$ cat src/rtl/hazard_scoreboard.sv
// rtl/hazard_scoreboard.sv - consumer-side Tuse/Tnew hazard, forwarding and HI/LO busy controller
module hazard_scoreboard #(
    parameter int MULT_CYCLES = 5,
    parameter int DIV_CYCLES  = 10,
    parameter int CNT_W       = 4
) (
    input  logic       clk,
    input  logic       reset,
    input  logic [4:0] d_rs,
    input  logic [4:0] d_rt,
    input  logic [1:0] d_tuse_rs,
    input  logic [1:0] d_tuse_rt,
    input  logic [4:0] d_wa,
    input  logic [1:0] d_tnew,
    input  logic       d_md_use,
    input  logic       d_md_start,
    input  logic       d_md_div,
    output logic       stall,
    output logic [1:0] fwd_d_rs,
    output logic [1:0] fwd_d_rt,
    output logic [1:0] fwd_e_rs,
    output logic [1:0] fwd_e_rt,
    output logic       md_busy
);

    localparam logic [1:0] SEL_RF = 2'b00;
    localparam logic [1:0] SEL_E  = 2'b01;
    localparam logic [1:0] SEL_M  = 2'b10;
    localparam logic [1:0] SEL_W  = 2'b11;
    localparam logic [1:0] TUSE_NONE = 2'd3;

    logic [4:0]       e_wa;
    logic [1:0]       e_tnew;
    logic [4:0]       e_rs;
    logic [4:0]       e_rt;
    logic             e_md_start;
    logic             e_md_div;
    logic [4:0]       m_wa;
    logic [1:0]       m_tnew;
    logic [4:0]       w_wa;
    logic [CNT_W-1:0] cnt;

    logic             hazard_rs;
    logic             hazard_rt;
    logic             md_stall;

    // Youngest in-flight writer decides; an E match hides any older M match.
    function automatic logic reg_hazard(
        input logic [4:0] a,
        input logic [1:0] tuse,
        input logic [4:0] ewa,
        input logic [1:0] etn,
        input logic [4:0] mwa,
        input logic [1:0] mtn
    );
        logic h;
        h = 1'b0;
        if (a != 5'd0 && tuse != TUSE_NONE) begin
            if (ewa == a)
                h = (etn > tuse);
            else if (mwa == a)
                h = (mtn > tuse);
        end
        return h;
    endfunction

    function automatic logic [1:0] d_fwd(
        input logic [4:0] a,
        input logic [4:0] ewa,
        input logic [1:0] etn,
        input logic [4:0] mwa,
        input logic [1:0] mtn,
        input logic [4:0] wwa
    );
        logic [1:0] sel;
        sel = SEL_RF;
        if (a != 5'd0) begin
            if (ewa == a)
                sel = (etn == 2'd0) ? SEL_E : SEL_RF;
            else if (mwa == a)
                sel = (mtn == 2'd0) ? SEL_M : SEL_RF;
            else if (wwa == a)
                sel = SEL_W;
        end
        return sel;
    endfunction

    function automatic logic [1:0] e_fwd(
        input logic [4:0] a,
        input logic [4:0] mwa,
        input logic [1:0] mtn,
        input logic [4:0] wwa
    );
        logic [1:0] sel;
        sel = SEL_RF;
        if (a != 5'd0) begin
            if (mwa == a && mtn == 2'd0)
                sel = SEL_M;
            else if (wwa == a)
                sel = SEL_W;
        end
        return sel;
    endfunction

    always_comb begin
        hazard_rs = reg_hazard(d_rs, d_tuse_rs, e_wa, e_tnew, m_wa, m_tnew);
        hazard_rt = reg_hazard(d_rt, d_tuse_rt, e_wa, e_tnew, m_wa, m_tnew);
        md_busy   = (cnt != '0);
        md_stall  = d_md_use & (e_md_start | md_busy);
        stall     = hazard_rs | hazard_rt | md_stall;
        fwd_d_rs  = d_fwd(d_rs, e_wa, e_tnew, m_wa, m_tnew, w_wa);
        fwd_d_rt  = d_fwd(d_rt, e_wa, e_tnew, m_wa, m_tnew, w_wa);
        fwd_e_rs  = e_fwd(e_rs, m_wa, m_tnew, w_wa);
        fwd_e_rt  = e_fwd(e_rt, m_wa, m_tnew, w_wa);
    end

    // E stage: capture the D instruction, or a bubble when stalled.
    always_ff @(posedge clk or posedge reset) begin
        if (reset) begin
            e_wa       <= 5'd0;
            e_tnew     <= 2'd0;
            e_rs       <= 5'd0;
            e_rt       <= 5'd0;
            e_md_start <= 1'b0;
            e_md_div   <= 1'b0;
        end else if (stall) begin
            e_wa       <= 5'd0;
            e_tnew     <= 2'd0;
            e_rs       <= 5'd0;
            e_rt       <= 5'd0;
            e_md_start <= 1'b0;
            e_md_div   <= 1'b0;
        end else begin
            e_wa       <= d_wa;
            e_tnew     <= d_tnew;
            e_rs       <= d_rs;
            e_rt       <= d_rt;
            e_md_start <= d_md_start;
            e_md_div   <= d_md_div;
        end
    end

    // M and W age unconditionally; Tnew saturates at zero.
    always_ff @(posedge clk or posedge reset) begin
        if (reset) begin
            m_wa   <= 5'd0;
            m_tnew <= 2'd0;
            w_wa   <= 5'd0;
        end else begin
            m_wa   <= e_wa;
            m_tnew <= (e_tnew == 2'd0) ? 2'd0 : e_tnew - 2'd1;
            w_wa   <= m_wa;
        end
    end

    always_ff @(posedge clk or posedge reset) begin
        if (reset)
            cnt <= '0;
        else if (e_md_start)
            cnt <= e_md_div ? CNT_W'(DIV_CYCLES) : CNT_W'(MULT_CYCLES);
        else if (cnt != '0)
            cnt <= cnt - CNT_W'(1);
    end

endmodule

$ cat config.mk
export PLATFORM = sky130hd
export DESIGN_NAME = hazard_scoreboard
export DESIGN_NICKNAME = d
export VERILOG_FILES = /design/src/rtl/hazard_scoreboard.sv
export SDC_FILE = /design/constraint.sdc
export NUM_CORES = 1
export LEC_CHECK = 0
export ABC_AREA = 1
export ABC_CLOCK_PERIOD_IN_PS = 2250
export CORE_ASPECT_RATIO = 1.5
export CORE_MARGIN = 2
export CORE_UTILIZATION = 30
export CTS_BUF_LIST = sky130_fd_sc_hd__clkbuf_16
export CTS_CLUSTER_SIZE = 14
export DETAILED_ROUTE_END_ITERATION = 7
export SLEW_MARGIN = 20
export SYNTH_ARGS = -nofsm -noshare
export SYNTH_HDL_FRONTEND = slang
export SYNTH_SLANG_ARGS = --single-unit
$ cat constraint.sdc
create_clock -name clk -period 2.25 [get_ports clk]
set_clock_uncertainty 0.15 [all_clocks]
set_input_delay 0.3375 -clock clk [delete_from_list [all_inputs] [get_ports clk]]
set_output_delay 0.3375 -clock clk [all_outputs]
set_load 0.01 [all_outputs]
Yosys cells after proc, flatten, opt, wreduce, memory -nomap -nowiden
Index checks and enable logic that the tools add are counted.
{ "word_totals": {"regBits": 35, "latch_bits": 0, "romBits": 0, "output_inout_bits": 10, "mem_bits_rw": 0, "mem_count": 0} }
{ "classes": {"n_div": 0, "n_eq_ne": 12, "n_mux": 32, "addsub": 2, "n_shift": 0, "bitwise": 4, "mul": 0, "reduce_logical": 12, "magnitude_cmp": 4} }
{ "ops": {"columns": ["cell", "count"], "rows": [
  ["$eq 5x5->1", 10],
  ["$mux 2", 17],
  ["$reduce_bool 5->1", 4],
  ["$mux 5", 3],
  ["$mux 4", 3],
  ["$mux 1", 9],
  ["$gt 2x2->1", 4],
  ["$logic_and 1x1->1", 4],
  ["$logic_not 2->1", 2],
  ["$ne 2x2->1 const B", 2],
  ["$reduce_bool 4->1", 1],
  ["$sub 4x1->4 const B", 1],
  ["$or 1x1->1", 3],
  ["$reduce_bool 2->1", 1],
  ["$sub 2x1->2 const B", 1],
  ["$and 1x1->1", 1]
]} }

Depth between registers and ports, before layout
{ "logic_depth": {"ltp_word": 7, "depth_mapped": 11} }

Least setup slack after synthesis
OpenSTA, ideal clock, no wires.
{ "synth_timing": {"kind": "reg2out", "startpoint": "register e_tnew[1]", "endpoint": "output stall", "slack_ns": 0.457, "t_arrival_ns": 1.306, "required_time_ns": 1.762, "stages_incl_launch_ff": 9, "cell_sequence": "dfrtp_1 -> ha_1 -> a21oi_1 -> a21oi_1 -> nor2_2 -> nor2_1 -> nand2_1 -> nand3_2 -> buf_6"} }
{ "synth_between": {"elab_chain_cells": 5, "word_cells_on_any_way": 8, "classes_between": "order compare (2); mux (4); bitwise (2)"} }
{ "synth_lines": {"columns": ["element", "line_no", "rtl"], "rows": [
  ["from (decl)", "33", "logic [1:0] e_tnew;"],
  ["from (signal assigned)", "135", "e_tnew <= d_tnew;"],
  ["$gt 2x2->1", "60", "h = (etn > tuse);"],
  ["$mux 1", "59", "if (ewa == a)"],
  ["$mux 1", "58", "if (a != 5'd0 && tuse != TUSE_NONE) begin"],
  ["$or 1x1->1 * (2 in a row)", "110", "stall = hazard_rs | hazard_rt | md_stall;"],
  ["to (decl)", "18", "output logic stall,"]
]} }
Every way passes the cells marked *; elsewhere a longest branch is shown, timed or not.

Worst setup path in the final report
{ "layout_timing": {"startpoint": "input d_rs[4]", "endpoint": "output stall"} }
{ "layout_between": {"elab_chain_cells": 6, "word_cells_on_any_way": 9, "classes_between": "eq/ne (2); mux (3); bitwise (2); reduce/logical (2)"} }
{ "layout_lines": {"columns": ["element", "line_no", "rtl"], "rows": [
  ["from (decl)", "9", "input logic [4:0] d_rs,"],
  ["$eq 5x5->1", "61", "else if (mwa == a)"],
  ["$mux 1", "61", null],
  ["$mux 1", "59", null],
  ["$mux 1 *", "58", null],
  ["$or 1x1->1 * (2 in a row)", "110", null]
]} }
Marks and branches as above.

==> out/metrics.yaml <==
outcome:
  status: "finished, final reports clean"
setup_path:
  crit_buf_inv: 3
  worstRegToRegCells: 10
  worstSetupStartpoint: "d_rs[4]"
  crit_arrival_ns: 1.70
  crit_family: "buffers and inverters"
  cp.required_ns: 1.76
  slowest_delay_ns: 0.47
  startpoint_type: "primary input"
  cp-end-kind: "primary output"
  critPathMaxFanout: 5
  r2r-start: "m_tnew[1]"
  ff2ff_setup_slack_ns: 0.30
  crit_slowest_cell: "clkdlybuf4s50_1"
  r2r-end: "e_rs[1]"
  crit_chain: "clkdlybuf4s50_1 -> buf_6 -> xnor2_1 -> nand3_2 -> nor2_2 -> nor2_1 -> nand2_1 -> nand3_2 -> buf_6"
  crit_cells: 9
  crit_end: "stall"
  criticalPathCategory: "primary input to primary output"
cells_and_area:
  ff_latch_area_um2: 882
  diodes: 0
  mostFrequentLayoutCell: "nand2_1"
  n_fill_cell: 751
  final_cells: 489
  fin_area_mm2: 0.00339
  fin_util_pct: 45.1
  post_route_cells_drive_above_1_share_pct: 31.0
  mostFrequentLayoutCells: "nand2_1 (60), inv_1 (49), buf_4 (41)"
  multi_input_area_mm2: 0.00131
  area_growth_syn_to_layout_pct: 47.4
  fin_nets: 422
drt:
  routedWlPerCell_um: 13.0
  drt-initial-drc-count: 84
  drc: 0
  vias: 2184
  ant_nets: 0
  routed_wl_mm: 6.35
  viasPerCell: 4.47
  first_pass_iters: 4
grt:
  grt_max_degree: 36
  grt_pass1_vias: 2241
  antenna_found_initial: 0
  grt_pass1_wl_mm: 10.4
  track_usage_pct: 16.0
  globalRoute.totalOverflow: 0
sta:
  layout_min_cycle_time_ns: 2.19
  setup_viol: 0
  period_share_pct: 97.4
  setup_tns_ns: 0
  hold_viol_final: 0
  worstMarginPinSlew_ns: 0.444
  rsz0062_at_grt: "yes"
  max_freq_mhz: 456
  relSlewSlack_pct: 70.4
  drv_slew: 0
power_and_ir_drop:
  total_power_w: 0.00270
  p_int_w: 0.00183
  clkPwrFrac_pct: 32.9
  power_leakage_nw: 1.78
  seq_power_share_pct: 32.0
  power_switching_w: 0.000869
  vdd_drop_max_v: 0.000425
  pwr-share-comb_pct: 35.1
  p_per_area_mw_per_mm2: 796
  swShare_pct: 32.2
synth:
  ys_warn_count: 0
  syn_area_mm2: 0.00230
  yosys.cell_types.count: 22
  netlist_instances: 303
  syn-num-nets: 339
  synth-seq-area-share_pct: 38.1
  syn_area_per_cell_um2: 7.59
  ys_ff_latch: 35
clock_network:
  cts_buffer_depth: 2
  clock-sinks: 35
  cts_buffers: 5
  cts_hold_buf: 0
  root_buffer: "clkbuf_16"
  insertion_delay_ns: 0.28
  cts_tree: "yes"
  cts_max_level: 2
  path_clk_slew_ns: 0.06
placement:
  dp_cells: 473
  hpwl_mm: 4.74
  io_buffers: 35
  place_congestion: 0.909
  place_area_mm2: 0.00302
floorplanning:
  io_pins: 36
  die_h_um: 111
  core_area_mm2: 0.00751
  die_w_um: 75.5
  rows: 39
  start_util_pct: 30.6
  dieArea_mm2: 0.00840
run:
  cap_violations: 0
hold_path:
  hp-class: "primary input to async pin"
## area by class of cell
class,instances,share of cell area (%)
Clock buffer,5,3.69
Clock inverter,3,1.88
Inverter,56,6.20
Multi-Input combinational cell,208,38.7
Sequential cell,35,26.0
Tap cell,102,3.76
Timing Repair Buffer,80,19.8
## stage by stage
| step | setup slack [ns] | hold slack, ns |
|---|---|---|
| CTS | -0.106 | 0.320 |
| global placement | -0.528 | 0.315 |
| detailed placement | -0.523 | 0.311 |
| finish | 0.0578 | 0.308 |
| global route | -0.0611 | 0.326 |
| floorplan | 0.457 | 0.245 |
## synthesized netlist by cell type (all sizes together)
| master | number | area share [%] |
|---|---|---|
| nand3 | 11 | 3.0 |
| ha | 10 | 5.4 |
| a21oi | 15 | 3.3 |
| o21ai | 4 | 0.87 |
| and3 | 1 | 0.27 |
| nor2 | 54 | 11 |
| xnor2 | 14 | 5.3 |
| nor3b | 2 | 0.65 |
| xor2 | 16 | 6.1 |
| buf | 2 | 0.98 |
| dfrtp | 35 | 38 |
| o31ai | 1 | 0.33 |
| clkbuf | 2 | 0.44 |
| inv | 56 | 9.1 |
| o22ai | 2 | 0.54 |
| nand4 | 8 | 2.2 |
| nor3 | 8 | 1.7 |
| nand2 | 61 | 10 |
| o2111ai | 1 | 0.38 |
## state kept, by name, indices dropped and copies added (netlist names)
| name | count |
|---|---|
| w_wa | 5 |
| e_wa | 5 |
| e_tnew | 2 |
| m_tnew | 2 |
| e_md_div | 1 |
| e_md_start | 1 |
| e_rs | 5 |
| cnt | 4 |
| m_wa | 5 |
| e_rt | 5 |
## timing repair
action | 4_1_cts | 5_1_grt
endpoints found under the setup margin | 9 | 27
pin swaps | 5 | 12
setup buffers | 5 | 4
gates resized for setup | 39 | 40
## cells by family (layout without fill, tap and decap cells)
group | after synthesis | after routing | share of synthesized area (%)
AO/OA/AOI/OAI | 23 | 23 | 5.38
flip-flops | 35 | 35 | 38.1
XOR/XNOR | 30 | 30 | 11.4
AND/OR/NAND/NOR | 145 | 145 | 29.1
adder cells (fa/ha/maj) | 10 | 10 | 5.44
buffers and inverters | 60 | 144 | 10.5
## worst min-delay path by stage
stage	to	slack [ns]	cells past startpoint
2_1_floorplan	m_wa[2]	0.24	0
3_3_place_gp	m_wa[2]	0.31	0
3_5_place_dp	m_wa[2]	0.31	0
4_1_cts	m_wa[2]	0.32	0
5_1_grt	m_wa[3]	0.33	0
6_report	e_md_div	0.31	3
## metal layers
metal / global-route usage [%] / vias to the layer above / share of wire, %
met5: 0 / - / 0
met4: 6.32 / 0 / 2.4
met3: 1.82 / 13 / 3.5
met2: 29.2 / 47 / 56
met1: 18.0 / 1028 / 38
li1: - / 1096 / -
## tightest hold or removal path: cells and delay by family
family                 cells  cell delay (ns)
buffers and inverters      3             0.83
## power by group through the flow
stage               Sequential (W)  Combinational (W)  Clock (W)
floorplan                 0.000843           0.000544          0
global placement          0.000878           0.000851          0
detailed placement        0.000880           0.000871          0
CTS                       0.000864           0.000894   0.000900
global route              0.000878            0.00107   0.000939
finish                    0.000865           0.000947   0.000889
Note: power is estimated with default switching activity, not from simulation.
